$ cat config.mk
export PLATFORM = sky130hd
export DESIGN_NAME = adc_display_meas
export DESIGN_NICKNAME = d
export VERILOG_FILES = /design/src/rtl/scope_disp_pkg.sv /design/src/rtl/scale_sat.sv /design/src/rtl/adc_display_meas.sv
export SDC_FILE = /design/constraint.sdc
export NUM_CORES = 1
export LEC_CHECK = 0
export BUFFER_PORTS_ARGS = -buffer_cell sky130_fd_sc_hd__clkbuf_2
export CORE_UTILIZATION = 59
export CTS_BUF_LIST = sky130_fd_sc_hd__clkbuf_8
export CTS_CLUSTER_DIAMETER = 120
export CTS_CLUSTER_SIZE = 30
export DETAILED_ROUTE_END_ITERATION = 10
export PLACE_DENSITY = 0.87
export SYNTH_ARGS = -nofsm -noshare
export SYNTH_HDL_FRONTEND = slang
export SYNTH_SLANG_ARGS = --single-unit
$ cat constraint.sdc
create_clock -name clk -period 5.3 [get_ports clk]
set_clock_uncertainty 0.2 [all_clocks]
set_input_delay 0.53 -clock clk [delete_from_list [all_inputs] [get_ports clk]]
set_output_delay 0.53 -clock clk [all_outputs]
set_load 0.05 [all_outputs]
$ cat src/rtl/scope_disp_pkg.sv
// +----------------------------------------------------------------------------+
// | scope_disp_pkg : shared types and widths for the display measurement path   |
// | Revision: 1.0                                                              |
// +----------------------------------------------------------------------------+
`default_nettype none

package scope_disp_pkg;

    localparam int NUM_W    = 13;
    localparam int DISP_MAX = 4095;
    localparam int ADC_W    = 12;
    localparam int PROD_W   = 25;

    typedef enum logic [1:0] {
        MODE_INST = 2'd0,
        MODE_MAX  = 2'd1,
        MODE_MIN  = 2'd2,
        MODE_PP   = 2'd3
    } meas_mode_e;

    typedef enum logic [1:0] {
        S_IDLE = 2'd0,
        S_MULT = 2'd1,
        S_SAT  = 2'd2
    } res_state_e;

endpackage

`default_nettype wire

$ cat src/rtl/scale_sat.sv
// +----------------------------------------------------------------------------+
// | scale_sat : registered raw*SCALE_NUM product, then arithmetic shift and     |
// | symmetric clamp to +/-DISP_MAX.                                             |
// | Revision: 1.0                                                              |
// +----------------------------------------------------------------------------+
`default_nettype none

module scale_sat
    import scope_disp_pkg::*;
#(
    parameter int SCALE_NUM   = 825,
    parameter int SCALE_SHIFT = 10
) (
    input  logic                    clk,
    input  logic                    reset,
    input  logic                    load,
    input  logic signed [NUM_W-1:0] raw,
    output logic signed [NUM_W-1:0] sat
);

    localparam logic signed [PROD_W-1:0] c_scale = PROD_W'(SCALE_NUM);
    localparam logic signed [PROD_W-1:0] c_pos   = PROD_W'(DISP_MAX);
    localparam logic signed [PROD_W-1:0] c_neg   = -c_pos;

    logic signed [PROD_W-1:0] r_prod;
    logic signed [PROD_W-1:0] w_raw_ext;
    logic signed [PROD_W-1:0] w_shift;

    assign w_raw_ext = {{(PROD_W-NUM_W){raw[NUM_W-1]}}, raw};

    always_ff @(posedge clk) begin
        if (reset) begin
            r_prod <= '0;
        end else if (load) begin
            r_prod <= w_raw_ext * c_scale;
        end
    end

    // Arithmetic shift floors toward -inf, so negative results round away from zero.
    assign w_shift = r_prod >>> SCALE_SHIFT;

    always_comb begin
        sat = w_shift[NUM_W-1:0];
        if (w_shift > c_pos) begin
            sat = c_pos[NUM_W-1:0];
        end else if (w_shift < c_neg) begin
            sat = c_neg[NUM_W-1:0];
        end
    end

endmodule

`default_nettype wire

$ cat src/rtl/adc_display_meas.sv
// +----------------------------------------------------------------------------+
// | adc_display_meas : windowed ADC measurement (inst/max/min/p-p) scaled to mV |
// | for the seven-seg driver. Optional DISP_AVG_EN: mode 0 reports the average. |
// | Revision: 1.0                                                              |
// +----------------------------------------------------------------------------+
`default_nettype none

module adc_display_meas
    import scope_disp_pkg::*;
#(
    parameter int WINDOW_SAMPLES = 1024,
    parameter int SCALE_NUM      = 825,
    parameter int SCALE_SHIFT    = 10
) (
    input  logic                    clk,
    input  logic                    reset,
    input  logic                    sample_valid,
    input  logic signed [ADC_W-1:0] sample,
    input  logic [1:0]              mode,
    input  logic                    hold,
    output logic signed [NUM_W-1:0] num,
    output logic                    num_update,
    output logic                    win_done
);

    localparam int              CNT_W  = $clog2(WINDOW_SAMPLES);
    localparam logic [CNT_W-1:0] c_last = CNT_W'(WINDOW_SAMPLES - 1);

    logic [CNT_W-1:0]        r_count;
    logic                    r_first;
    logic signed [ADC_W-1:0] r_max;
    logic signed [ADC_W-1:0] r_min;
    logic signed [NUM_W-1:0] r_raw;
    res_state_e              r_state;

    logic                    w_close;
    logic signed [ADC_W-1:0] w_max_next;
    logic signed [ADC_W-1:0] w_min_next;
    logic signed [ADC_W-1:0] w_inst;
    logic signed [NUM_W-1:0] w_raw;
    logic signed [NUM_W-1:0] w_sat;

    assign w_close    = sample_valid && (r_count == c_last);
    assign w_max_next = (r_first || (sample > r_max)) ? sample : r_max;
    assign w_min_next = (r_first || (sample < r_min)) ? sample : r_min;

`ifdef DISP_AVG_EN
    localparam int ACC_W = ADC_W + CNT_W;

    logic signed [ACC_W-1:0] r_acc;
    logic signed [ACC_W-1:0] w_acc_next;

    assign w_acc_next = r_acc + {{CNT_W{sample[ADC_W-1]}}, sample};
    // Window length is a power of two, so the mean is an exact arithmetic shift.
    assign w_inst     = ADC_W'(w_acc_next >>> CNT_W);

    always_ff @(posedge clk) begin
        if (reset) begin
            r_acc <= '0;
        end else if (sample_valid) begin
            r_acc <= w_close ? '0 : w_acc_next;
        end
    end
`else
    assign w_inst = sample;
`endif

    always_comb begin
        w_raw = {w_inst[ADC_W-1], w_inst};
        case (meas_mode_e'(mode))
            MODE_MAX: w_raw = {w_max_next[ADC_W-1], w_max_next};
            MODE_MIN: w_raw = {w_min_next[ADC_W-1], w_min_next};
            MODE_PP:  w_raw = {w_max_next[ADC_W-1], w_max_next}
                            - {w_min_next[ADC_W-1], w_min_next};
            default:  w_raw = {w_inst[ADC_W-1], w_inst};
        endcase
    end

    scale_sat #(
        .SCALE_NUM   (SCALE_NUM),
        .SCALE_SHIFT (SCALE_SHIFT)
    ) u_scale_sat (
        .clk   (clk),
        .reset (reset),
        .load  (r_state == S_MULT),
        .raw   (r_raw),
        .sat   (w_sat)
    );

    always_ff @(posedge clk) begin
        if (reset) begin
            r_count    <= '0;
            r_first    <= 1'b1;
            r_max      <= '0;
            r_min      <= '0;
            r_raw      <= '0;
            r_state    <= S_IDLE;
            num        <= '0;
            num_update <= 1'b0;
            win_done   <= 1'b0;
        end else begin
            num_update <= 1'b0;
            win_done   <= w_close;

            if (sample_valid) begin
                if (w_close) begin
                    r_count <= '0;
                    r_first <= 1'b1;
                    r_raw   <= w_raw;
                end else begin
                    r_count <= r_count + CNT_W'(1);
                    r_first <= 1'b0;
                    r_max   <= w_max_next;
                    r_min   <= w_min_next;
                end
            end

            // A close always (re)starts the pipeline; the product register is
            // separate, so an in-flight S_SAT still completes the same cycle.
            case (r_state)
                S_IDLE: begin
                    if (w_close) r_state <= S_MULT;
                end
                S_MULT: begin
                    r_state <= w_close ? S_MULT : S_SAT;
                end
                S_SAT: begin
                    if (!hold) begin
                        num        <= w_sat;
                        num_update <= 1'b1;
                    end
                    r_state <= w_close ? S_MULT : S_IDLE;
                end
                default: r_state <= S_IDLE;
            endcase
        end
    end

endmodule

`default_nettype wire

==> results of run 1 <==
==> cell usage after synthesis (4+ instances only) <==
library cell               instances  area [µm²]
sky130_fd_sc_hd__o311ai_0          5        43.8
sky130_fd_sc_hd__a31oi_1           9        56.3
sky130_fd_sc_hd__xnor2_1          25         219
sky130_fd_sc_hd__xor2_1           17         149
sky130_fd_sc_hd__buf_1             4        15.0
sky130_fd_sc_hd__o22ai_1           7        43.8
sky130_fd_sc_hd__nand3_1          23         115
sky130_fd_sc_hd__nor3_1           12        60.1
sky130_fd_sc_hd__nand4_1           6        37.5
sky130_fd_sc_hd__clkbuf_1         41         154
sky130_fd_sc_hd__nor2_1           91         342
sky130_fd_sc_hd__mux2i_1          18         180
sky130_fd_sc_hd__nand2b_1          8        50.1
sky130_fd_sc_hd__a21o_1           10        75.1
sky130_fd_sc_hd__fa_1             40         801
sky130_fd_sc_hd__dfxtp_1          79        1580
sky130_fd_sc_hd__inv_1           120         450
sky130_fd_sc_hd__and2_1            5        31.3
sky130_fd_sc_hd__a211oi_1         40         300
sky130_fd_sc_hd__or3_1             6        37.5
sky130_fd_sc_hd__o31a_1            4        35.0
sky130_fd_sc_hd__and3_1            6        37.5
sky130_fd_sc_hd__nand2_1          75         282
sky130_fd_sc_hd__a22o_1            4        35.0
sky130_fd_sc_hd__nor4_1            4        25.0
sky130_fd_sc_hd__o21ai_0          42         210
sky130_fd_sc_hd__o211ai_1          4        30.0
sky130_fd_sc_hd__a21oi_1          68         340
sky130_fd_sc_hd__o31ai_1           4        30.0
sky130_fd_sc_hd__nor2b_1           7        43.8
sky130_fd_sc_hd__ha_1             96        1200
sky130_fd_sc_hd__a221oi_1          7        61.3
sky130_fd_sc_hd__o21a_1            6        45.0
==> stage by stage <==
stage                     power [mW]  utilization  std cells  instance area [µm²]  TNS [ps]
after floorplan                0.936            -        956                 7740         0
after global placement          1.02        0.644       1145                 8190     -34.6
after detailed placement        1.03        0.644       1145                 8190      -311
after CTS                       1.52        0.662       1161                 8430         0
after global routing            1.60        0.674       1164                 8570      -403
final                           1.53        0.674       1164                 8570         0
==> flip-flops by register name (all words and copies together), names as in the netlist <==
signal / flops
num_update: 1
num: 13
r_min: 12
r_max: 12
r_state: 2
r_count: 10
r_raw: 13
u_scale_sat.r_prod: 14
win_done: 1
r_first: 1
==> final cells by class <==
class | instances | area share
clock inverter | 7 | 0.0104
timing repair buffer | 67 | 0.0498
sequential | 79 | 0.185
clock buffer | 9 | 0.0145
tap | 172 | 0.0251
inverter | 121 | 0.0530
multi-input combinational | 709 | 0.662
==> worst paths after layout <==
check,start,to,slack (ps),depth (start not counted)
worst max register to register,r_raw[2]$_SDFFE_PP0P_,u_scale_sat.r_prod[23]$_SDFFE_PP0N_,40,20
worst min register to register,num[9]$_SDFFE_PP0P_,num[9]$_SDFFE_PP0P_,260,2
worst min-delay path,num[9]$_SDFFE_PP0P_,num[9]$_SDFFE_PP0P_,260,2
worst max-delay path,r_raw[2]$_SDFFE_PP0P_,u_scale_sat.r_prod[23]$_SDFFE_PP0N_,40,20
==> cell usage in the layout, fill, tap and decap left out, types with 8 or more instances in the layout <==
master / synthesis / final
sky130_fd_sc_hd__a211oi_1: 40 / 39
sky130_fd_sc_hd__a21o_1: 10 / 10
sky130_fd_sc_hd__a21oi_1: 68 / 67
sky130_fd_sc_hd__a31oi_1: 9 / 9
sky130_fd_sc_hd__buf_4: 0 / 34
sky130_fd_sc_hd__clkbuf_2: 0 / 32
sky130_fd_sc_hd__clkbuf_8: 0 / 9
sky130_fd_sc_hd__dfxtp_1: 79 / 77
sky130_fd_sc_hd__fa_1: 40 / 38
sky130_fd_sc_hd__ha_1: 96 / 89
sky130_fd_sc_hd__inv_1: 120 / 119
sky130_fd_sc_hd__mux2i_1: 18 / 18
sky130_fd_sc_hd__nand2_1: 75 / 75
sky130_fd_sc_hd__nand2b_1: 8 / 8
sky130_fd_sc_hd__nand3_1: 23 / 23
sky130_fd_sc_hd__nor2_1: 91 / 90
sky130_fd_sc_hd__nor3_1: 12 / 12
sky130_fd_sc_hd__o21ai_0: 42 / 41
sky130_fd_sc_hd__xnor2_1: 25 / 25
sky130_fd_sc_hd__xor2_1: 17 / 17
==> kinds of logic after synthesis <==
group | count (synthesis) | synth area share
AO/OA/AOI/OAI | 251 | 0.224
XOR/XNOR | 42 | 0.0476
adder cells (fa/ha/maj) | 138 | 0.262
buffers and inverters | 168 | 0.0827
flip-flops | 79 | 0.204
multiplexers | 21 | 0.0277
AND/OR/NAND/NOR | 257 | 0.152
==> critical path: stages (launching register included) <==
cell and delay, ps:
sky130_fd_sc_hd__dfxtp_2 350, sky130_fd_sc_hd__buf_4 160, sky130_fd_sc_hd__ha_4 260, sky130_fd_sc_hd__fa_1 530, sky130_fd_sc_hd__inv_1 110, sky130_fd_sc_hd__fa_1 490, sky130_fd_sc_hd__fa_1 550, sky130_fd_sc_hd__inv_1 80
sky130_fd_sc_hd__fa_1 550, sky130_fd_sc_hd__ha_4 210, sky130_fd_sc_hd__o21a_1 190, sky130_fd_sc_hd__nor2_2 140, sky130_fd_sc_hd__a211oi_2 70, sky130_fd_sc_hd__a2111oi_2 350, sky130_fd_sc_hd__buf_4 190, sky130_fd_sc_hd__o31ai_4 60
sky130_fd_sc_hd__o21ai_1 150, sky130_fd_sc_hd__nand2b_1 70, sky130_fd_sc_hd__a21o_1 160, sky130_fd_sc_hd__xnor2_1 120, sky130_fd_sc_hd__a211oi_1 180
==> per-layer routing <==
metal | share of wire | track usage
met4 | 0.046 | 0.160
met2 | 0.50 | 0.519
met1 | 0.40 | 0.343
met5 | 0 | 0
met3 | 0.054 | 0.0529
==> power groups by stage <==
| stage | Sequential (mW) | Clock (mW) | Combinational (mW) |
|---|---|---|---|
| CTS | 0.625 | 0.502 | 0.396 |
| floorplan | 0.634 | 0 | 0.302 |
| global placement | 0.638 | 0 | 0.383 |
| global route | 0.628 | 0.523 | 0.445 |
| detailed placement | 0.639 | 0 | 0.394 |
| finish | 0.625 | 0.497 | 0.403 |
==> what timing repair did <==
item                       4_1_cts  5_1_grt
pin swaps                        2       22
buffers inserted                 0        3
setup endpoints to repair        4        6
gates resized for setup          4       19
==> results.md, run 1 <==
Clock tree:
- The maximum root-to-sink buffer count is 2.
- The number of H-tree branching levels is 3.
- The number of hold-repair buffers added at the cts stage is 0.
- The clock net in this run drives a total of 79 sinks.
- The tree is rooted in a sky130_fd_sc_hd__clkbuf_8.
- After clock tree synthesis, the clock-pin slew on the worst setup and hold paths is 90 ps.
- TritonCTS built the clock tree.
- Buffers inserted during clock tree synthesis total 9.
- The insertion delay to the later sink of the worst-skew pair is 390 ps.

Power:
- The analysis attributes to cell leakage a power of 3.72 nW.
- For this design the total switching power over the nets is 529 µW.
- In this run the power density over the cells is 178 nW/µm².
- The combinational group share of total power is 0.264.
- Of the total power, the share spent switching nets is 0.347.
- Of the total power, the clock network draws 0.326.
- The worst-case IR drop observed on VDD is 0.000140 V.
- The share of total power dissipated in sequential elements is 0.410.
- The internal power contribution is 996 µW.

Route:
- In this run the remaining antenna-violating nets after routing total 0.
- After detailed routing, the average wire length per cell comes to 17.4 µm.
- The DRC marker count from the first detailed-route iteration is 448.
- The number of detailed-routing iterations run before antenna repair is 6.
- The vias per cell is 6.03.
- For this block, the routed nets add up to 20300 µm of wire.
- The routed layout has 7024 vias.
- For this run, design rule violations remaining after detail routing come to 0.

Floorplan:
- The number of ports placed on the die boundary is 33.
- The die boundary width is 116 µm.
- The die is 116 µm tall.
- The floorplan die area is 13600 µm².
- The floorplan has 41 rows.
- After floorplanning, the core was sized to cover 12700 µm².
- For this configuration, the core starts out at a cell density of 0.608.

Critical path:
- The worst path arrival time is 5360 ps.
- The worst setup path is of the register to register kind.
- The worst setup path is launched from a register.
- The largest fanout of any net on the critical path is 4.
- The data required time of the critical path is 5400 ps.
- The kind of capture point of the worst setup path is a register.

Synthesis:
- The count of state elements after synthesis is 79.
- In this run the cell area of the synthesized design comes to 7730 µm².
- The average instance in the mapped netlist occupies 8.09 µm².
- For this run, the register share of the synthesized area comes to 0.204.
- The number of warnings reported in the yosys synthesis log is 0.
- The async set or reset register ratio after synthesis is 0.
- In this run, distinct cell masters in the synthesized netlist total 74.
- The number of instances in the synthesized netlist is 956.
- In the synthesized netlist the dominant register cell turns out to be sky130_fd_sc_hd__dfxtp_1.
- Synthesis produced a netlist with a net count of 1110.
- The synthesized design contains 0 enable-type register cells.

Final layout:
- The area taken by multi-input logic gates is 5680 µm².
- Relative to the synthesized area, the layout overhead comes to 10.8%.
- The number of fill cells is 990.
- The number of nets in the layout is 1141.
- The total inserted antenna cells is 0.
- Summing all flip-flop and latch instances after layout gives 1590 µm².
- In the final layout, the share of cells above drive strength 1 is 0.123.

Global routing:
- The number of antenna violations at the first check in global routing is 0.
- Entering global routing, the biggest net connects 50 pins.
- The overall global routing resource usage is 0.296.
- The first-pass GRT wire length is 31000 µm.
- The number of global-route vias before repair came to 6640.
- The remaining global-route overflow is 0.

Placed design:
- Detailed placement ended at an HPWL of 14300 µm.
- Input and output buffers added on the ports amount to 32.
- The global placer's final weighted congestion is 0.905.
- Timing analysis after detailed placement gives a worst setup slack of -198 ps.

STA:
- The least setup slack across all paths after layout is 37.1 ps.
- Setup violations remaining at the end of the flow were counted as 0.
- The clock period could shrink to 5260 ps.
- The count of endpoints failing hold in the final timing report is 0.
- Setup repair after global routing could not meet its margin everywhere.
- The final cycle utilization of the critical path is 0.993.
- The tightest slew margin relative to the limit is 0.381.
- The max-slew violation total from the final report is 0.
- The peak clock frequency supported by timing is 190 MHz.
- The worst hold slack across all endpoints is 258 ps.
- At the pin with the least slew margin, the transition time is 903 ps.

Hold path:
- In this run the worst hold path is classified as register to register.

Run status:
- The run finished with clean final reports.

Run:
- The number of maximum-capacitance violations is 0.
No activity file was read; power rests on OpenSTA's default activity.
==> run 2, diff against run 1 <==
--- a/config.mk
+++ b/config.mk
@@ -6,12 +6,14 @@
 export NUM_CORES = 1
 export LEC_CHECK = 0
 export BUFFER_PORTS_ARGS = -buffer_cell sky130_fd_sc_hd__clkbuf_2
-export CORE_UTILIZATION = 59
+export CORE_MARGIN = 8
+export CORE_UTILIZATION = 55
 export CTS_BUF_LIST = sky130_fd_sc_hd__clkbuf_8
 export CTS_CLUSTER_DIAMETER = 120
 export CTS_CLUSTER_SIZE = 30
 export DETAILED_ROUTE_END_ITERATION = 10
-export PLACE_DENSITY = 0.87
+export PLACE_DENSITY = 0.82
+export REMOVE_ABC_BUFFERS = 1
 export SYNTH_ARGS = -nofsm -noshare
 export SYNTH_HDL_FRONTEND = slang
 export SYNTH_SLANG_ARGS = --single-unit
==> run 2 against run 1 <==
Compared with the run above: final cell count grew 0.34%; register-to-register slack better by 100 ps; critical endpoint unchanged; first-iteration DRC count is 8.9% lower; die area grew 33%; non-clock buffer count shrank 4; largest cell class unchanged.
==> results.md, run 2 (synthesis gave the netlist of run 1 again) <==
Run status:
- The flow ran to the end, and the final reports show no timing, DRC or antenna violations.

Clock tree:
- TritonCTS created 9 clock buffers.
- At the later pin of the worst-skew pair, clock insertion delay measures 380 ps.
- In this run the number of H-tree levels came out at 3.
- The number of sinks driven by the clock tree is 79.
- The TritonCTS clock tree is built.
- The number of hold-repair buffers added at the cts stage is 0.
- Clock-pin slew was measured on the worst setup and hold paths at 80 ps.
- No sink is reached through more buffers than the 2 on the longest clock path.
- The tree is rooted in a sky130_fd_sc_hd__clkbuf_8.

Critical path:
- The worst setup path is captured at a register.
- In this run the critical register-to-register path is launched from r_raw[1]$_SDFFE_PP0P_.
- The critical path is of the register to register type.
- At the worst endpoint, the arrival time is 5250 ps.
- The critical register-to-register path endpoint is u_scale_sat.r_prod[23]$_SDFFE_PP0N_.
- Measured in cells, the most critical reg-to-reg path has a length of 19.
- The critical path endpoint is u_scale_sat.r_prod[23]$_SDFFE_PP0N_.
- The slowest stage of the critical path is the sky130_fd_sc_hd__fa_1 cell.
- Of all nets on the critical path, the largest fanout is 3.
- In this design, the critical path's most frequently occurring cell is sky130_fd_sc_hd__fa_1.
- The slack of the worst reg-to-reg path is 140 ps.
- Walking the worst path, the cells encountered are ha_1 -> ha_1 -> inv_1 -> fa_1 -> fa_1 -> inv_1 -> fa_1 -> ha_4 -> and2_4 -> a311oi_4 -> a211oi_2 -> a2111oi_2 -> buf_4 -> o31ai_4 -> o21ai_1 -> nand2b_1 -> a21o_1 -> xnor2_1 -> a211oi_1.
- The most critical setup path has its startpoint at r_raw[1]$_SDFFE_PP0P_.
- The largest stage delay on the critical path is 580 ps.
- The critical path launch point type is a register.
- The data required time of the critical path is 5390 ps.

STA:
- The final critical-path required period is 5160 ps.
- The tightest slew margin relative to the limit is 0.337.
- At the pin with the least slew margin, the transition time is 966 ps.
- Setup violations remaining at the end of the flow were counted as 0.
- The count of endpoints failing hold in the final timing report is 0.
- The least setup slack across all paths after layout is 139 ps.
- Based on the critical path, the design can be clocked at up to 194 MHz.
- The final cycle utilization of the critical path is 0.974.
- The worst hold slack across all endpoints is 251 ps.
- The max-slew violation total from the final report is 0.

Final layout:
- The total inserted antenna cells is 0.
- The register with the most flip-flops in the layout has 14 of them.
- The number of nets in the layout is 1137.
- The largest registers in the layout are u_scale_sat.r_prod (14), num (13), r_raw (13).
- Registers take 1590 µm².
- The fraction of final layout cells sized beyond drive strength 1 is 0.117.
- The area growth from synthesis to layout is 10.7%.
- Leaving out fill and tap cells, the most frequent cells in the layout are sky130_fd_sc_hd__inv_1 (120), sky130_fd_sc_hd__nor2_1 (90), sky130_fd_sc_hd__ha_1 (90).
- After filler insertion, the fill cell instance count of the layout stands at 1179.
- The register bank with the most flops is u_scale_sat.r_prod.
- The multi-input combinational cells in the finished layout cover a total of 5650 µm².
- The library cell used most frequently in the layout, excluding fill and tap cells, is sky130_fd_sc_hd__inv_1.

Power:
- The total power density per cell area is 184 nW/µm².
- The internal power contribution is 1.09 mW.
- The switching power share of the total is 0.309.
- The share of total power dissipated in the clock network is 0.354.
- The worst-case IR drop observed on VDD is 0.000148 V.
- The net switching power figure is 487 µW.
- The proportion of power drawn by flip-flops and latches is 0.396.
- In this run the static leakage power is 3.73 nW.
- The combinational group share of total power is 0.250.

Route:
- Across all layers, the routed design uses 6764 vias.
- Dividing the detail-routed via count by the number of cells gives 5.79.
- The DRC marker count from the first detailed-route iteration is 408.
- Dividing the detail-routed wire length by the instance count gives 15.4 µm.
- In this run the remaining antenna-violating nets after routing total 0.
- The final wirelength is 17900 µm.
- For this run, design rule violations remaining after detail routing come to 0.
- The number of detailed-routing iterations run before antenna repair is 5.

Placed design:
- The wire-length estimate of the detail-placed layout is 13600 µm.
- The global placer's final weighted congestion is 0.867.
- The total of buffers placed on input and output ports is 32.
- Prior to clock tree synthesis, the placed netlist has a worst setup slack of -302 ps.

Hold path:
- The type of the most critical hold path is register to register.

Floorplan:
- The number of ports placed on the die boundary is 33.
- The die boundary width is 135 µm.
- The floorplan has 43 rows.
- The initial standard-cell utilization of the core is 0.559.
- The height of the die is 135 µm.
- The area inside the core boundary is 13800 µm².
- The floorplan die area is 18100 µm².

Global routing:
- The first-pass GRT wire length is 29300 µm.
- The number of antenna violations at the first check in global routing is 0.
- The number of global-route vias before repair is 6367.
- The overall global routing resource usage is 0.195.
- After global routing the overflow that remains totals 0.
- Entering global routing, the biggest net connects 50 pins.

Run:
- The number of maximum-capacitance violations is 0.
==> run 2: cell count changes in the layout (fill, tap and decap cells not counted), sizes merged <==
cell | before | now
bufinv | 1 | 3
clkinvlp | 1 | 0
clkinv | 3 | 2
inv | 123 | 122
clkbuf | 41 | 42
buf | 35 | 31
==> run 2: layout make-up <==
type | count | area share
Multi-Input combinational cell | 709 | 0.660
Sequential cell | 79 | 0.186
Inverter | 121 | 0.0530
Timing Repair Buffer | 63 | 0.0459
Tap cell | 180 | 0.0263
Clock buffer | 10 | 0.0161
Clock inverter | 6 | 0.0126
==> run 2: how the worst min path moves through the flow <==
stage / start / end / slack [ps] / cells past startpoint
after global routing: num[7]$_SDFFE_PP0P_ / num[7]$_SDFFE_PP0P_ / 270 / 2
after CTS: num[9]$_SDFFE_PP0P_ / num[9]$_SDFFE_PP0P_ / 250 / 2
after floorplan: u_scale_sat.r_prod[11]$_SDFFE_PP0N_ / u_scale_sat.r_prod[11]$_SDFFE_PP0N_ / 240 / 2
after global placement: num[11]$_SDFFE_PP0P_ / num[11]$_SDFFE_PP0P_ / 240 / 2
final: num[11]$_SDFFE_PP0P_ / num[11]$_SDFFE_PP0P_ / 250 / 2
after detailed placement: num[11]$_SDFFE_PP0P_ / num[11]$_SDFFE_PP0P_ / 240 / 2
==> run 2: metrics by stage <==
step	power [mW]	instances	setup TNS (ps)	util	area (µm²)
5_1_grt	1.65	1168	-63.8	0.619	8560
3_5_place_dp	1.03	1148	-755	0.590	8160
3_3_place_gp	1.02	1148	-214	0.590	8160
4_1_cts	1.58	1164	0	0.609	8420
6_report	1.58	1168	0	0.619	8560
2_1_floorplan	0.917	909	-124	-	7550
==> run 2: power by group through the flow <==
stage	registers (mW)	clock network [mW]	logic, mW
2_1_floorplan	0.635	0	0.283
3_3_place_gp	0.638	0	0.379
3_5_place_dp	0.639	0	0.388
4_1_cts	0.625	0.565	0.390
5_1_grt	0.626	0.590	0.437
6_report	0.624	0.559	0.394
==> run 2: repair_timing <==
item / 4_1_cts / 5_1_grt
endpoints found under the setup margin: 5 / 6
pin swaps: 3 / 23
setup buffers: 0 / 4
gates resized for setup: 4 / 20
==> run 2: layer usage <==
layer	GRT usage	wire length, µm
met1	0.240	8020
met2	0.333	8670
met3	0.0405	815
met4	0.0636	420
met5	0	0
==> run 2: worst max-delay path, delay by kind of cell (launching register included) <==
kind / cells / cell delay (ps)
compound gates: 7 / 1380
xor+xnor: 1 / 120
simple gates: 2 / 210
buf+inv: 3 / 350
fa+ha+maj: 6 / 2460
flops: 1 / 370
==> run 3, diff against run 2 <==
--- a/config.mk
+++ b/config.mk
@@ -5,14 +5,15 @@
 export SDC_FILE = /design/constraint.sdc
 export NUM_CORES = 1
 export LEC_CHECK = 0
-export BUFFER_PORTS_ARGS = -buffer_cell sky130_fd_sc_hd__clkbuf_2
+export CAP_MARGIN = 20
 export CORE_MARGIN = 8
 export CORE_UTILIZATION = 55
 export CTS_BUF_LIST = sky130_fd_sc_hd__clkbuf_8
 export CTS_CLUSTER_DIAMETER = 120
 export CTS_CLUSTER_SIZE = 30
 export DETAILED_ROUTE_END_ITERATION = 10
-export PLACE_DENSITY = 0.82
+export DONT_BUFFER_PORTS = 1
+export PLACE_DENSITY = 0.8
 export REMOVE_ABC_BUFFERS = 1
 export SYNTH_ARGS = -nofsm -noshare
 export SYNTH_HDL_FRONTEND = slang
==> run 3 against run 2 <==
Compared with the run above: non-clock buffer count is 30 lower; total power is 4.9% lower; sequential power hardly changed; clock-buffer cell count stayed put; clock power is 9.3% lower; register-to-register slack better by 80 ps; via count is 0.38% lower; final cell count is 2.6% lower; final area is 1.6% lower; first-iteration DRC count is 19% higher.
==> results.md, run 3 (synthesis gave the netlist of run 1 again) <==
Placed design:
- Routability-driven placement finished with a final weighted congestion of 0.865.
- The wire-length estimate of the detail-placed layout is 13500 µm.
- The count of buffers added on input and output ports is 0.
- At the placement stage, the worst setup path has a slack of -272 ps.

Route:
- The final routed DRC violation total is 0.
- The first routing iteration left 487 violations.
- The final wirelength is 17900 µm.
- After detailed routing, the number of vias per cell comes to 5.92.
- The total number of vias is 6738.
- Before antenna repair, the detailed router went through 5 iterations.
- The remaining number of nets flagged by the antenna check after routing is 0.
- Dividing the detail-routed wire length by the instance count gives 15.8 µm.

Power:
- The internal power contribution is 1.04 mW.
- The share of total power dissipated in combinational logic is 0.245.
- IR analysis of the VDD net gives a maximum drop of 0.000133 V.
- The net switching power figure is 462 µW.
- In this run the static leakage power is 3.57 nW.
- The proportion of power drawn by flip-flops and latches is 0.417.
- Of the total power, the share spent switching nets is 0.308.
- Of the total power, the clock network draws 0.338.
- For this design the ratio of total power to cell area is 178 nW/µm².

Final layout:
- The library cells used most frequently in the layout, excluding fill and tap cells, are sky130_fd_sc_hd__inv_1 (119), sky130_fd_sc_hd__nor2_1 (90), sky130_fd_sc_hd__ha_1 (88).
- 0 antenna diodes ended up in the layout.
- The number of flip-flops in the largest register is 14.
- The fraction of final layout cells sized beyond drive strength 1 is 0.0908.
- The register bank with the most flops is u_scale_sat.r_prod.
- Leaving out fill and tap cells, the most frequent cell in the layout is sky130_fd_sc_hd__inv_1.
- Measured on the finished design, the core utilization comes to 0.609.
- The area growth from synthesis to layout is 8.96%.
- The number of nets in the layout is 1107.
- In the final layout, the registers with the most flip-flops are u_scale_sat.r_prod (14), num (13), r_raw (13).

STA:
- The slew at the pin closest to its max-slew limit is 988 ps.
- The count of endpoints failing hold in the final timing report was 0.
- The peak clock frequency supported by timing is 197 MHz.
- Setup violations remaining at the end of the flow were counted as 0.
- The worst path needs 5090 ps of the cycle, external delays included.
- The worst pin sits at a relative slew slack of 0.323.
- After layout, the worst setup slack is 215 ps.
- The max-slew violation total from the final report is 0.
- Dividing the final minimum period by the clock period gives 0.959.

Global routing:
- The number of global-route vias before repair is 6457.
- The remaining global-route overflow is 0.
- The first-pass GRT wire length is 30000 µm.
- The overall global routing resource usage is 0.199.
- The number of antenna violations at the first check in global routing is 0.
- The maximum number of pins on one net before global-route repair is 72.

Clock tree:
- The number of sinks driven by the clock tree is 79.
- The TritonCTS buffer count is 9.
- The H-tree was split into 3 levels.
- Clock-pin slew was measured on the worst setup and hold paths at 90 ps.
- The maximum root-to-sink buffer count is 2.
- The root buffer cell chosen for the clock tree is sky130_fd_sc_hd__clkbuf_8.
- At the later pin of the worst-skew pair, clock insertion delay measures 380 ps.
- TritonCTS built the clock tree.

Floorplan:
- In this run the horizontal extent of the chip is 135 µm.
- The die covers 18100 µm².
- The floorplan row count is 43.
- The area inside the core boundary is 13800 µm².
- For this configuration, the core starts out at a cell density of 0.559.
- The number of ports placed on the die boundary is 33.
- Measured along the y axis, the die boundary spans 135 µm.

Hold path:
- The type of the most critical hold path is input pin to register.
- Along the worst hold path, the cell count comes to 1.
- The worst hold endpoint is r_max[0]$_SDFFE_PP0P_.
- The startpoint of the lowest-slack hold path is reset.

Critical path:
- The data required time of the critical path is 5390 ps.
- The worst register-to-register path has a depth of 21.
- For flop-to-flop paths, the worst setup slack is 210 ps.
- The start-to-end type of the worst setup path is register to register.
- In this run the worst setup path begins at r_raw[2]$_SDFFE_PP0P_.
- The kind of capture point of the worst setup path is a register.
- The critical path launch point type is a register.
- The reg-to-reg startpoint is r_raw[2]$_SDFFE_PP0P_.
- The critical register-to-register path endpoint is u_scale_sat.r_prod[23]$_SDFFE_PP0N_.
- At the worst endpoint, the arrival time is 5180 ps.
- In this run the worst path has a maximum fanout of 4.

Run:
- The tool flagged a number of max-cap violations equal to 0.

Run status:
- The flow ran to the end, and the final reports show no timing, DRC or antenna violations.
[run 3: cell count changes in the layout (fill, tap and decap cells not counted)]
| cell | delta |
|---|---|
| sky130_fd_sc_hd__clkinv_4 | +1 |
| sky130_fd_sc_hd__dlygate4sd3_1 | +2 |
| sky130_fd_sc_hd__ha_1 | -2 |
| sky130_fd_sc_hd__clkinvlp_4 | +1 |
| sky130_fd_sc_hd__ha_4 | +2 |
| sky130_fd_sc_hd__inv_1 | -1 |
| sky130_fd_sc_hd__clkbuf_2 | -32 |
| sky130_fd_sc_hd__inv_6 | -1 |
| sky130_fd_sc_hd__inv_2 | +1 |
| sky130_fd_sc_hd__bufinv_16 | -1 |
[run 3: layout make-up]
type,instances,area (µm²)
Clock buffer,10,138
Clock inverter,6,85.1
Fill cell,1203,5400
Inverter,121,454
Multi-Input combinational cell,709,5680
Sequential cell,79,1590
Tap cell,180,225
Timing Repair Buffer,33,253
[run 3: timing repair]
| item | CTS | global route |
|---|---|---|
| pin swaps | 2 | 22 |
| hold buffers | 1 | 1 |
| setup endpoints to repair | 5 | 6 |
| buffers inserted | 0 | 4 |
| resized for setup | 4 | 23 |
| hold endpoints to repair | 1 | 3 |
[run 3: power groups by stage]
| stage | Sequential, mW | Combinational [mW] | Clock, mW |
|---|---|---|---|
| final | 0.625 | 0.367 | 0.507 |
| after global placement | 0.639 | 0.348 | 0 |
| after floorplan | 0.635 | 0.283 | 0 |
| after global routing | 0.627 | 0.410 | 0.542 |
| after CTS | 0.626 | 0.363 | 0.518 |
| after detailed placement | 0.639 | 0.358 | 0 |
[run 3: per-layer routing]
metal	track usage	up-vias	share of wire
li1	-	3337	-
met1	0.239	3204	0.43
met2	0.351	174	0.49
met3	0.0379	23	0.056
met4	0.0630	0	0.015
met5	0	-	0
[run 3: critical path, cell delays in order (launching register included)]
cell and delay [ps]:
sky130_fd_sc_hd__dfxtp_2 340, sky130_fd_sc_hd__buf_4 150, sky130_fd_sc_hd__ha_4 160, sky130_fd_sc_hd__ha_1 280, sky130_fd_sc_hd__ha_1 290, sky130_fd_sc_hd__inv_1 60, sky130_fd_sc_hd__fa_1 540, sky130_fd_sc_hd__inv_1 60
sky130_fd_sc_hd__fa_1 480, sky130_fd_sc_hd__ha_1 300, sky130_fd_sc_hd__a21o_1 150, sky130_fd_sc_hd__a21o_1 210, sky130_fd_sc_hd__a311oi_4 330, sky130_fd_sc_hd__a211oi_2 130, sky130_fd_sc_hd__a2111oi_2 350, sky130_fd_sc_hd__buf_4 190
sky130_fd_sc_hd__o31ai_4 70, sky130_fd_sc_hd__o21ai_1 150, sky130_fd_sc_hd__nand2b_1 70, sky130_fd_sc_hd__a21o_1 160, sky130_fd_sc_hd__xnor2_1 120, sky130_fd_sc_hd__a211oi_1 190
[run 3: worst max-delay path by stage]
stage | to | slack [ps] | cells after the start
2_1_floorplan | u_scale_sat.r_prod[23]$_SDFFE_PP0N_ | -100 | 18
3_3_place_gp | u_scale_sat.r_prod[23]$_SDFFE_PP0N_ | -160 | 19
3_5_place_dp | u_scale_sat.r_prod[23]$_SDFFE_PP0N_ | -270 | 19
4_1_cts | u_scale_sat.r_prod[23]$_SDFFE_PP0N_ | 20 | 19
5_1_grt | u_scale_sat.r_prod[23]$_SDFFE_PP0N_ | -30 | 19
6_report | u_scale_sat.r_prod[23]$_SDFFE_PP0N_ | 210 | 21
[run 3: metrics by stage]
stage                     std cells  total power [mW]  cell area (µm²)  setup TNS, ps  hold WS [ps]
after floorplan                 909             0.917             7550           -124           235
after global placement         1116             0.987             8000           -214           250
after detailed placement       1116             0.998             8000           -733           253
after CTS                      1133              1.51             8250              0         0.538
after global routing           1138              1.58             8430          -26.0          5.38
final                          1138              1.50             8430              0          18.6
